==> config.mk <==
export PLATFORM = sky130hd
export DESIGN_NAME = nes_mem_arbiter
export DESIGN_NICKNAME = d
export VERILOG_FILES = /design/src/rtl/nes_mem_arbiter.sv
export SDC_FILE = /design/constraint.sdc
export NUM_CORES = 1
export LEC_CHECK = 0
export CAP_MARGIN = 20
export CORE_ASPECT_RATIO = 1.5
export CORE_UTILIZATION = 44
export CTS_BUF_LIST = sky130_fd_sc_hd__clkbuf_4 sky130_fd_sc_hd__clkbuf_8
export CTS_CLUSTER_SIZE = 28
export DETAILED_ROUTE_END_ITERATION = 12
export PLACE_DENSITY = 0.73
export SLEW_MARGIN = 5
export SYNTH_ARGS = -nofsm -noshare
export SYNTH_HDL_FRONTEND = slang
export SYNTH_SLANG_ARGS = --single-unit
export TNS_END_PERCENT = 10
==> constraint.sdc <==
create_clock -name clk -period 2.6 [get_ports clk]
set_input_delay 0.26 -clock clk [delete_from_list [all_inputs] [get_ports clk]]
set_output_delay 0.26 -clock clk [all_outputs]
set_load 0.05 [all_outputs]
==> src/rtl/nes_mem_arbiter.sv <==
`default_nettype none
// +--------------------------------------------------------------------------+
// | Module      : nes_mem_arbiter                                            |
// | Description : Serialises mapper-translated CPU (PRG) and PPU (CHR)       |
// |               accesses onto one shared external memory port.            |
// |               Each side has one pending slot. The PPU has priority,     |
// |               but the CPU is guaranteed every second grant while it is  |
// |               waiting. Accesses the mapper forbids (allow=0) are        |
// |               acknowledged without touching memory.                     |
// | Ports       : clk, reset (sync, active-high)                             |
// |               cpu_* / ppu_* : req strobe, addr, we, wdata, allow in;     |
// |                               rdata, one-cycle done pulse out           |
// |               mem_*         : addr/rd/wr/wdata out, rdata/ready in      |
// |               overflow      : sticky, a request hit a busy slot         |
// | Revision    : 1.0  initial release                                       |
// +--------------------------------------------------------------------------+
module nes_mem_arbiter #(
   parameter int ADDR_W = 22,
   parameter int DATA_W = 8
) (
   input  logic              clk,
   input  logic              reset,
   input  logic              cpu_req,
   input  logic [ADDR_W-1:0] cpu_addr,
   input  logic              cpu_we,
   input  logic [DATA_W-1:0] cpu_wdata,
   input  logic              cpu_allow,
   output logic [DATA_W-1:0] cpu_rdata,
   output logic              cpu_done,
   input  logic              ppu_req,
   input  logic [ADDR_W-1:0] ppu_addr,
   input  logic              ppu_we,
   input  logic [DATA_W-1:0] ppu_wdata,
   input  logic              ppu_allow,
   output logic [DATA_W-1:0] ppu_rdata,
   output logic              ppu_done,
   output logic [ADDR_W-1:0] mem_addr,
   output logic              mem_rd,
   output logic              mem_wr,
   output logic [DATA_W-1:0] mem_wdata,
   input  logic [DATA_W-1:0] mem_rdata,
   input  logic              mem_ready,
   output logic              overflow
);

   typedef enum logic [1:0] {
      IDLE   = 2'd0,
      ACCESS = 2'd1,
      DENY   = 2'd2
   } state_t;

   localparam logic SIDE_CPU = 1'b0;
   localparam logic SIDE_PPU = 1'b1;

   state_t            state, state_nxt;
   logic              side, side_nxt;
   logic              last_grant, last_grant_nxt;
   logic [ADDR_W-1:0] mem_addr_nxt;
   logic [DATA_W-1:0] mem_wdata_nxt;
   logic              mem_rd_nxt, mem_wr_nxt;
   logic [DATA_W-1:0] cpu_rdata_nxt, ppu_rdata_nxt;
   logic              cpu_done_nxt, ppu_done_nxt;

   // Pending slots
   logic              cpu_busy, ppu_busy;
   logic [ADDR_W-1:0] cpu_s_addr, ppu_s_addr;
   logic              cpu_s_we, ppu_s_we;
   logic [DATA_W-1:0] cpu_s_wdata, ppu_s_wdata;
   logic              cpu_s_allow, ppu_s_allow;

   logic              cpu_finish, ppu_finish;
   logic              win;
   logic [ADDR_W-1:0] win_addr;
   logic              win_we;
   logic [DATA_W-1:0] win_wdata;
   logic              win_allow;

   // A slot completes in the cycle its done pulse is being generated; a new
   // request arriving in that same cycle may reuse the slot.
   assign cpu_finish = (side == SIDE_CPU) &&
                       ((state == DENY) || ((state == ACCESS) && mem_ready));
   assign ppu_finish = (side == SIDE_PPU) &&
                       ((state == DENY) || ((state == ACCESS) && mem_ready));

   // PPU wins unless it was granted last and the CPU is waiting.
   assign win       = ppu_busy && !((last_grant == SIDE_PPU) && cpu_busy);
   assign win_addr  = win ? ppu_s_addr  : cpu_s_addr;
   assign win_we    = win ? ppu_s_we    : cpu_s_we;
   assign win_wdata = win ? ppu_s_wdata : cpu_s_wdata;
   assign win_allow = win ? ppu_s_allow : cpu_s_allow;

   always_ff @(posedge clk) begin
      if (reset) begin
         cpu_busy    <= 1'b0;
         ppu_busy    <= 1'b0;
         cpu_s_addr  <= '0;
         ppu_s_addr  <= '0;
         cpu_s_we    <= 1'b0;
         ppu_s_we    <= 1'b0;
         cpu_s_wdata <= '0;
         ppu_s_wdata <= '0;
         cpu_s_allow <= 1'b0;
         ppu_s_allow <= 1'b0;
         overflow    <= 1'b0;
      end else begin
         if (cpu_req && (!cpu_busy || cpu_finish)) begin
            cpu_busy    <= 1'b1;
            cpu_s_addr  <= cpu_addr;
            cpu_s_we    <= cpu_we;
            cpu_s_wdata <= cpu_wdata;
            cpu_s_allow <= cpu_allow;
         end else if (cpu_finish) begin
            cpu_busy    <= 1'b0;
         end

         if (ppu_req && (!ppu_busy || ppu_finish)) begin
            ppu_busy    <= 1'b1;
            ppu_s_addr  <= ppu_addr;
            ppu_s_we    <= ppu_we;
            ppu_s_wdata <= ppu_wdata;
            ppu_s_allow <= ppu_allow;
         end else if (ppu_finish) begin
            ppu_busy    <= 1'b0;
         end

         if ((cpu_req && cpu_busy && !cpu_finish) ||
             (ppu_req && ppu_busy && !ppu_finish)) begin
            overflow <= 1'b1;
         end
      end
   end

   always_ff @(posedge clk) begin
      if (reset) begin
         state      <= IDLE;
         side       <= SIDE_CPU;
         last_grant <= SIDE_CPU;
         mem_addr   <= '0;
         mem_wdata  <= '0;
         mem_rd     <= 1'b0;
         mem_wr     <= 1'b0;
         cpu_rdata  <= '0;
         ppu_rdata  <= '0;
         cpu_done   <= 1'b0;
         ppu_done   <= 1'b0;
      end else begin
         state      <= state_nxt;
         side       <= side_nxt;
         last_grant <= last_grant_nxt;
         mem_addr   <= mem_addr_nxt;
         mem_wdata  <= mem_wdata_nxt;
         mem_rd     <= mem_rd_nxt;
         mem_wr     <= mem_wr_nxt;
         cpu_rdata  <= cpu_rdata_nxt;
         ppu_rdata  <= ppu_rdata_nxt;
         cpu_done   <= cpu_done_nxt;
         ppu_done   <= ppu_done_nxt;
      end
   end

   always_comb begin
      state_nxt      = state;
      side_nxt       = side;
      last_grant_nxt = last_grant;
      mem_addr_nxt   = mem_addr;
      mem_wdata_nxt  = mem_wdata;
      mem_rd_nxt     = mem_rd;
      mem_wr_nxt     = mem_wr;
      cpu_rdata_nxt  = cpu_rdata;
      ppu_rdata_nxt  = ppu_rdata;
      cpu_done_nxt   = 1'b0;
      ppu_done_nxt   = 1'b0;

      case (state)
         IDLE: begin
            if (cpu_busy || ppu_busy) begin
               side_nxt = win;
               if (win_allow) begin
                  mem_addr_nxt   = win_addr;
                  mem_wdata_nxt  = win_wdata;
                  mem_rd_nxt     = !win_we;
                  mem_wr_nxt     = win_we;
                  last_grant_nxt = win;
                  state_nxt      = ACCESS;
               end else begin
                  state_nxt = DENY;
               end
            end
         end
         ACCESS: begin
            if (mem_ready) begin
               mem_rd_nxt = 1'b0;
               mem_wr_nxt = 1'b0;
               if (mem_rd) begin
                  if (side == SIDE_PPU) ppu_rdata_nxt = mem_rdata;
                  else                  cpu_rdata_nxt = mem_rdata;
               end
               if (side == SIDE_PPU) ppu_done_nxt = 1'b1;
               else                  cpu_done_nxt = 1'b1;
               state_nxt = IDLE;
            end
         end
         DENY: begin
            if (side == SIDE_PPU) ppu_done_nxt = 1'b1;
            else                  cpu_done_nxt = 1'b1;
            state_nxt = IDLE;
         end
         default: state_nxt = IDLE;
      endcase
   end

endmodule
`default_nettype wire

After elaboration in Yosys (flattened, before gate mapping) --
Index checks and enable logic that the tools add are counted.
Word-level totals: register bits after elaboration 121, word-level logic and storage cells 85
Cells by class: equality and inequality tests 5, muxes and demuxes 25, bitwise logic cells 1, reductions and logical operators 32
Operator list (number):
- $mux 22 | 1
- $mux 1 | 15
- $reduce_and 4->1 | 3
- $logic_and 1x1->1 | 11
- $mux 8 | 1
- $pmux 1 s2 | 4
- $logic_not 1->1 | 6
- $mux 2 | 3
- $ne 2x2->1 const B | 3
- $reduce_bool 2->1 | 3
- $logic_or 1x1->1 | 5
- $pmux 2 s2 | 1
- $reduce_and 2->1 | 2
- $reduce_and 3->1 | 1
- $eq 2x1->1 const B | 1
- $eq 2x2->1 const B | 1
- $logic_not 2->1 | 1
- $not 1->1 | 1

Logic depth before layout (Yosys ltp) --
Gate-level depths: netlist of the first run.
depth in word-level cells 8, gate-level depth with buffers 8, mapped depth without buffers 6

Worst setup path before layout of the first run --
No wires, ideal clock.
kind register to register, from register state[1], to register ppu_s_addr[0], setup time 126 ps, arrival time 1588 ps, data required time 2474 ps, path slack 886 ps, cell stages (with the launch flop) 9, clock period less this slack 1714 ps, path through dfxtp_1 -> inv_1 -> ha_1 -> a21oi_1 -> o21a_1 -> nor2b_1 -> buf_2 -> buf_2 -> mux2i_1
On the way: word-level cells in the longest chain between the ends 6, elaborated cells on any way between the ends 7, those cells by class eq/ne (2); reduce/logical (5)
RTL lines:
- start: declaration | RTL line 55 | state_t state, state_nxt;
- start signal: assignment | RTL line 147 | state <= state_nxt;
- $eq 2x1->1 | RTL line 83 | ((state == DENY) || ((state == ACCESS) && mem_ready));
- $logic_and 1x1->1 | RTL line 83
- $logic_or 1x1->1 (*) | RTL line 83
- $logic_and 1x1->1 (*) | RTL line 82 | assign ppu_finish = (side == SIDE_PPU) &&
- $logic_or 1x1->1 (*) | RTL line 116 | if (ppu_req && (!ppu_busy || ppu_finish)) begin
- $logic_and 1x1->1 (*) | RTL line 116
- end signal: assignment | RTL line 118 | ppu_s_addr <= ppu_addr;
- end: declaration | RTL line 66 | logic [ADDR_W-1:0] cpu_s_addr, ppu_s_addr;
Mark *: on every way between the ends. The rest lies on a longest branch, timed or not. A chain may end at the register's enable or synchronous reset.

Final worst setup path of the first run --
from register ppu_busy, to register mem_addr[2]
On the way: word-level cells in the longest chain between the ends 3, elaborated cells on any way between the ends 5, those cells by class mux (2); reduce/logical (3)
RTL lines:
- start: declaration | RTL line 65 | logic cpu_busy, ppu_busy;
- start signal: assignment | RTL line 95 | ppu_busy <= 1'b0;
- start signal: assignment | RTL line 117 | ppu_busy <= 1'b1;
- start signal: assignment | RTL line 123 | ppu_busy <= 1'b0;
- $logic_and 1x1->1 | RTL line 86 | assign win = ppu_busy && !((last_grant == SIDE_PPU) && cpu_busy);
- $mux 1 | RTL line 90 | assign win_allow = win ? ppu_s_allow : cpu_s_allow;
- $reduce_and 3->1 (no line)
- end signal: assignment | RTL line 150 | mem_addr <= mem_addr_nxt;
- end: declaration | RTL line 37 | output logic [ADDR_W-1:0] mem_addr,
Several ways; a longest one is shown, not always the timed one.

==> results.toml, run 1 <==
[synth]
syn-cell-area_um2 = 5070
postSynthAreaPerCell_um2 = 9.10
syn_inst = 557
synth.distinct_cells = 33
postSynthNetCount = 637
synth.yosys.warnings = 0
seq_area_frac_synth = 0.478
postSynthRegisterBits = 121

[critical_path]
worstSetupStartpointType = "flip-flop"
cp.arrival_ns = 2.41
sequence_of_cells_on_the_critical_path = "a21boi_4 > a32o_1 > and2_1 > buf_4 > a211oi_1"
critPathSlowestCell = "sky130_fd_sc_hd__a21boi_4"
worst_ep_required_time_ns = 2.90
crit_path_largest_cell_delay_ns = 0.52
critical_path.n_buffers_inverters = 1
worst-path-max-fanout = 21
crit_family = "compound AO/OA/AOI/OAI gates"
critPathKind = "flip-flop to flip-flop"
endpoint_kind = "flip-flop"

[pwr]
power_density_nw_per_um2 = 696
vdd.ir_drop.worst_mv = 0.401
power.leakage_nw = 2.48

[clock_network]
max-clock-path-buffers = 2
worst_skew_pair.late_latency_ns = 0.44
postCtsSetupBuffers = 0
post_cts_resize_count = 0
cts.sinks = 121
tritoncts = "built"
cts.root.buffer_cell = "sky130_fd_sc_hd__clkbuf_8"
cts.htree.levels = 4
numCtsBuffers = 17
clkSlewWorstSetupHoldPaths_ns = 0.07
ctsHoldBuffers = 0

[placed_design]
hpwl_mm = 8.97
port-buffer-count = 127
dpl_cell_area_um2 = 6450
routabilityCongestion = 0.801

[route]
ant_nets = 0
route.detailed.drc = 0
tritonroute_pass_1_iters = 5
avgViaCountPerCell = 5.32
wl_mm = 13.1
drt-initial-drc-count = 216
vias_post_dr = 4399
routedWlPerCell_um = 15.9

[timing]
max_slew.worst_pin.slew_ns = 0.948
max-slew-margin-rel = 0.367
final.period_utilization = 0.812
slew_violations = 0
final_hold_viol_count = 0
rsz0062_at_grt = "no"
max_freq_mhz = 473
timing.clock.skew_ns = 0.0103
layout_min_cycle_time_ns = 2.11
final-setup-viol-count = 0
totalNegativeSetupSlack_ns = 0

[global_routing]
grt_max_degree = 66
groute.usage.overall = 0.229
antenna_found_initial = 0
grt_first_pass_wirelength_mm = 20.5
first_global_vias = 4265
globalRoute.totalOverflow = 0

[die]
boundaryPins = 128
placeableCoreArea_um2 = 11100
initial_cell_density_of_the_core = 0.456
chipWidth_um = 89.7
die_area_um2 = 12000
floorplan.rows = 47
die_y_um = 133

[finish]
nets = 747
layout.filler_cells = 929
flow.area_growth_from_synthesis_pct = 36.5
post_route_cells_drive_above_1_share = 0.0750
final_common_cell = "sky130_fd_sc_hd__clkdlybuf4s50_1"
mostFrequentLayoutCells = "sky130_fd_sc_hd__clkdlybuf4s50_1 (126), sky130_fd_sc_hd__dfxtp_1 (121), sky130_fd_sc_hd__a21oi_1 (81), sky130_fd_sc_hd__nand2b_1 (66), sky130_fd_sc_hd__mux2i_1 (64)"
num_antenna_cells = 0
design_area_final_um2 = 6920

[hold_path]
hold_class = "input port to flip-flop"

[status]
outcome = "finished, final reports clean"

[flow_run]
timing.max_cap.violations = 0
-- area by class of cell --
type                    instances  area [um^2]  area share
flip-flops and latches        121         2420       0.350
repair buffers                140         1380       0.199
well taps                     147          184      0.0266
clock inverters                 8          165      0.0239
inverters                       6         22.5     0.00325
multi-input cells             381         2440       0.353
clock buffers                  24          305      0.0441
-- cells by family (layout without fill, tap and decap cells) --
logic type               Yosys count  count (layout)  share of synthesized area
AO/OA/AOI/OAI                    159             159                      0.182
adder cells (fa/ha/maj)            3               3                    0.00740
AND/OR/NAND/NOR                  155             155                      0.161
flip-flops                       121             121                      0.478
buffers and inverters             55             178                     0.0454
multiplexers                      64              64                      0.126
-- per-layer routing --
metal / up-vias / share of wire / global-route usage
met4: 0 / 0.027 / 0.101
met2: 148 / 0.54 / 0.411
met3: 27 / 0.060 / 0.0644
met5: - / 0 / 0
met1: 2047 / 0.37 / 0.241
li1: 2177 / - / -
-- where the power goes --
group / total (mW) / internal (mW) / switching, mW
sequential: 2.04 / 1.97 / 0.0779
clock: 1.97 / 1.26 / 0.713
combinational: 0.804 / 0.352 / 0.452
total: 4.82 / 3.58 / 1.24
-- Yosys cell counts --
master | n | area share
sky130_fd_sc_hd__and2_1 | 2 | 0.0025
sky130_fd_sc_hd__o21ai_0 | 34 | 0.034
sky130_fd_sc_hd__a41o_1 | 1 | 0.0020
sky130_fd_sc_hd__nor2b_1 | 3 | 0.0037
sky130_fd_sc_hd__buf_1 | 5 | 0.0037
sky130_fd_sc_hd__nor2_1 | 12 | 0.0089
sky130_fd_sc_hd__o31ai_1 | 1 | 0.0015
sky130_fd_sc_hd__nand2b_1 | 66 | 0.081
sky130_fd_sc_hd__a21boi_1 | 1 | 0.0015
sky130_fd_sc_hd__buf_6 | 1 | 0.0022
sky130_fd_sc_hd__buf_2 | 13 | 0.013
sky130_fd_sc_hd__dfxtp_1 | 121 | 0.48
sky130_fd_sc_hd__nand4_1 | 1 | 0.0012
sky130_fd_sc_hd__a22oi_1 | 1 | 0.0015
sky130_fd_sc_hd__o21ai_1 | 1 | 0.00099
sky130_fd_sc_hd__a32o_1 | 1 | 0.0020
sky130_fd_sc_hd__or4_1 | 1 | 0.0015
sky130_fd_sc_hd__ha_1 | 3 | 0.0074
sky130_fd_sc_hd__a211oi_1 | 30 | 0.044
sky130_fd_sc_hd__a211o_1 | 1 | 0.0017
sky130_fd_sc_hd__nand2_1 | 35 | 0.026
sky130_fd_sc_hd__a21oi_1 | 81 | 0.080
sky130_fd_sc_hd__clkbuf_1 | 30 | 0.022
sky130_fd_sc_hd__a221oi_1 | 1 | 0.0017
sky130_fd_sc_hd__a32oi_1 | 1 | 0.0017
sky130_fd_sc_hd__nor4b_1 | 2 | 0.0035
sky130_fd_sc_hd__a31oi_1 | 1 | 0.0012
sky130_fd_sc_hd__nand3_1 | 33 | 0.033
sky130_fd_sc_hd__o21a_1 | 2 | 0.0030
sky130_fd_sc_hd__mux2i_1 | 64 | 0.13
sky130_fd_sc_hd__inv_1 | 6 | 0.0044
sky130_fd_sc_hd__a21o_1 | 1 | 0.0015
sky130_fd_sc_hd__o221a_4 | 1 | 0.0039
-- flip-flops by register name, summed over array words and instances, names as in the netlist, 2 cells and up --
signal,count
cpu_s_wdata,8
ppu_s_wdata,8
mem_wdata,8
cpu_s_addr,22
ppu_rdata,8
mem_addr,22
state,2
ppu_s_addr,22
cpu_rdata,8
-- metrics by stage --
stage / setup WS [ns] / total power, mW / util / hold WS, ns / std cells
finish: 0.488 / 4.82 / 0.623 / 0.268 / 827
floorplan: 0.886 / 2.57 / - / 0.381 / 557
global route: 0.360 / 5.01 / 0.623 / 0.283 / 827
global placement: 0.597 / 2.86 / 0.580 / 0.443 / 795
CTS: 0.514 / 4.84 / 0.623 / 0.251 / 827
detailed placement: 0.538 / 2.88 / 0.580 / 0.445 / 795
-- worst paths after layout --
kind	start	to	slack, ns	depth (start not counted)
max reg2reg	ppu_busy$_SDFFE_PP0P_	mem_addr[2]$_SDFFE_PP0P_	0.49	5
max	ppu_busy$_SDFFE_PP0P_	mem_addr[2]$_SDFFE_PP0P_	0.49	5
min reg2reg	cpu_rdata[6]$_SDFFE_PP0P_	cpu_rdata[6]$_SDFFE_PP0P_	0.45	2
min	reset	overflow$_SDFFE_PP0P_	0.27	2
Power figures use the tool's default switching activity.
==> inputs of run 2 (changes only) <==
==> constraint.sdc (replaced) <==
create_clock -name clk -period 2.2 [get_ports clk]
set_input_delay 0.22 -clock clk [delete_from_list [all_inputs] [get_ports clk]]
set_output_delay 0.22 -clock clk [all_outputs]
set_load 0.05 [all_outputs]
==> results.toml, run 2 (synthesis results as in run 1) <==
[pwr]
p_total_mw = 5.14
vdd.ir_drop.worst_mv = 0.417
power.leakage_nw = 2.47
seqPwrFrac = 0.469
power.switching_fraction = 0.286
pwr-share-comb = 0.193
p_int_mw = 3.67
power_density_nw_per_um2 = 747
pwr-share-clk = 0.338
power_switching_mw = 1.47

[die]
die_area_um2 = 12000
placeableCoreArea_um2 = 11100
boundaryPins = 128
die_y_um = 133
floorplan.rows = 47
chipWidth_um = 89.7
initial_cell_density_of_the_core = 0.456

[critical_path]
crit_path_largest_cell_delay_ns = 0.41
endpoint_kind = "flip-flop"
critical_path.n_buffers_inverters = 2
crit_family = "compound AO/OA/AOI/OAI gates"
worst_ep_required_time_ns = 2.55
critPathKind = "flip-flop to flip-flop"
worst-path-max-fanout = 33
cp.arrival_ns = 2.27
sequence_of_cells_on_the_critical_path = "inv_1 > ha_1 > a21oi_1 > o21a_1 > buf_12 > o21ai_0 > a21oi_1"
critPathMostFrequentCell = "sky130_fd_sc_hd__a21oi_1"
critPathSlowestCell = "sky130_fd_sc_hd__a21oi_1"
worstSetupStartpointType = "flip-flop"

[clock_network]
cts.htree.levels = 4
worst_skew_pair.late_latency_ns = 0.43
tritoncts = "built"
cts.root.buffer_cell = "sky130_fd_sc_hd__clkbuf_8"
numCtsBuffers = 17
ctsHoldBuffers = 0
postCtsSetupBuffers = 0
clkSlewWorstSetupHoldPaths_ns = 0.07
max-clock-path-buffers = 2
cts.sinks = 121
post_cts_resize_count = 0

[timing]
totalNegativeSetupSlack_ns = 0
final_hold_viol_count = 0
worst_slack_ns = 0.282
final-setup-viol-count = 0
rsz0062_at_grt = "no"
timing.clock.skew_ns = 0.00470
max_freq_mhz = 521
max_slew.worst_pin.slew_ns = 1.00
layout_min_cycle_time_ns = 1.92
final.period_utilization = 0.872
max-slew-margin-rel = 0.332
slew_violations = 0

[flow_run]
timing.max_cap.violations = 0

[finish]
flow.area_growth_from_synthesis_pct = 35.6
nets = 752
mostFrequentLayoutCells = "sky130_fd_sc_hd__clkdlybuf4s50_1 (126), sky130_fd_sc_hd__dfxtp_1 (121), sky130_fd_sc_hd__a21oi_1 (81), sky130_fd_sc_hd__nand2b_1 (66), sky130_fd_sc_hd__mux2i_1 (64)"
num_antenna_cells = 0
post_route_cells_drive_above_1_share = 0.0818
final_common_cell = "sky130_fd_sc_hd__clkdlybuf4s50_1"
biggestRegsByFlops = "cpu_s_addr: 22 flops, mem_addr: 22 flops, ppu_s_addr: 22 flops"
postLayoutCoreUtil = 0.619
layout.filler_cells = 927

[placed_design]
hpwl_mm = 9.12
routabilityCongestion = 0.801
dpl_worst_slack_ns = 0.301
port-buffer-count = 127

[route]
vias_post_dr = 4449
drt-initial-drc-count = 228
route.detailed.drc = 0
wl_mm = 13.5
avgViaCountPerCell = 5.35
tritonroute_pass_1_iters = 4
ant_nets = 0
routedWlPerCell_um = 16.2

[global_routing]
grt_first_pass_wirelength_mm = 21.5
groute.usage.overall = 0.239
grt_max_degree = 73
antenna_found_initial = 0
first_global_vias = 4369
globalRoute.totalOverflow = 0

[hold_path]
hold_class = "input port to flip-flop"

[status]
outcome = "finished, final reports clean"
-- run 2: cell count changes in the layout (fill, tap and decap cells not counted) --
cell	before	now
sky130_fd_sc_hd__buf_12	1	4
sky130_fd_sc_hd__buf_4	13	15
sky130_fd_sc_hd__bufinv_16	5	0
sky130_fd_sc_hd__clkbuf_4	4	2
sky130_fd_sc_hd__clkbuf_8	20	21
sky130_fd_sc_hd__clkinv_2	3	8
sky130_fd_sc_hd__clkinvlp_4	0	1
-- run 2: routing by layer --
layer / track usage / vias to the layer above / share of wire
met5: 0 / - / 0
met4: 0.128 / 0 / 0.032
met3: 0.0514 / 32 / 0.046
met2: 0.422 / 141 / 0.52
met1: 0.257 / 2092 / 0.40
li1: - / 2184 / -
-- run 2: final timing paths --
kind                                  start                     endpoint  slack (ns)  cells past startpoint
setup / recovery      state[1]$_SDFFE_PP0P_  cpu_s_addr[14]$_SDFFE_PP0P_        0.28                      7
hold / removal                        reset        state[1]$_SDFFE_PP0P_        0.31                      2
setup reg to reg      state[1]$_SDFFE_PP0P_  cpu_s_addr[14]$_SDFFE_PP0P_        0.28                      7
hold reg to reg   cpu_rdata[4]$_SDFFE_PP0P_    cpu_rdata[4]$_SDFFE_PP0P_        0.46                      2
-- run 2: stage by stage --
stage	cell area (um^2)	cells	hold WS, ns
2_1_floorplan	5070	557	0.341
3_3_place_gp	6530	800	0.442
3_5_place_dp	6530	800	0.447
4_1_cts	6880	832	0.297
5_1_grt	6880	832	0.327
6_report	6880	832	0.312
-- run 2: layout make-up --
type	instances	area, um^2	area share
multi-input combinational	381	2440	0.355
sequential	121	2420	0.352
timing repair buffer	145	1450	0.211
clock buffer	23	304	0.0442
tap	147	184	0.0267
clock inverter	9	47.5	0.00691
inverter	6	22.5	0.00327
-- run 2: power by group through the flow --
stage / clock, mW / sequential (mW) / combinational [mW]
after floorplan: 0 / 2.57 / 0.468
after global placement: 0 / 2.45 / 0.967
after detailed placement: 0 / 2.46 / 0.987
after CTS: 1.78 / 2.41 / 0.990
after global routing: 1.87 / 2.42 / 1.06
final: 1.74 / 2.41 / 0.989
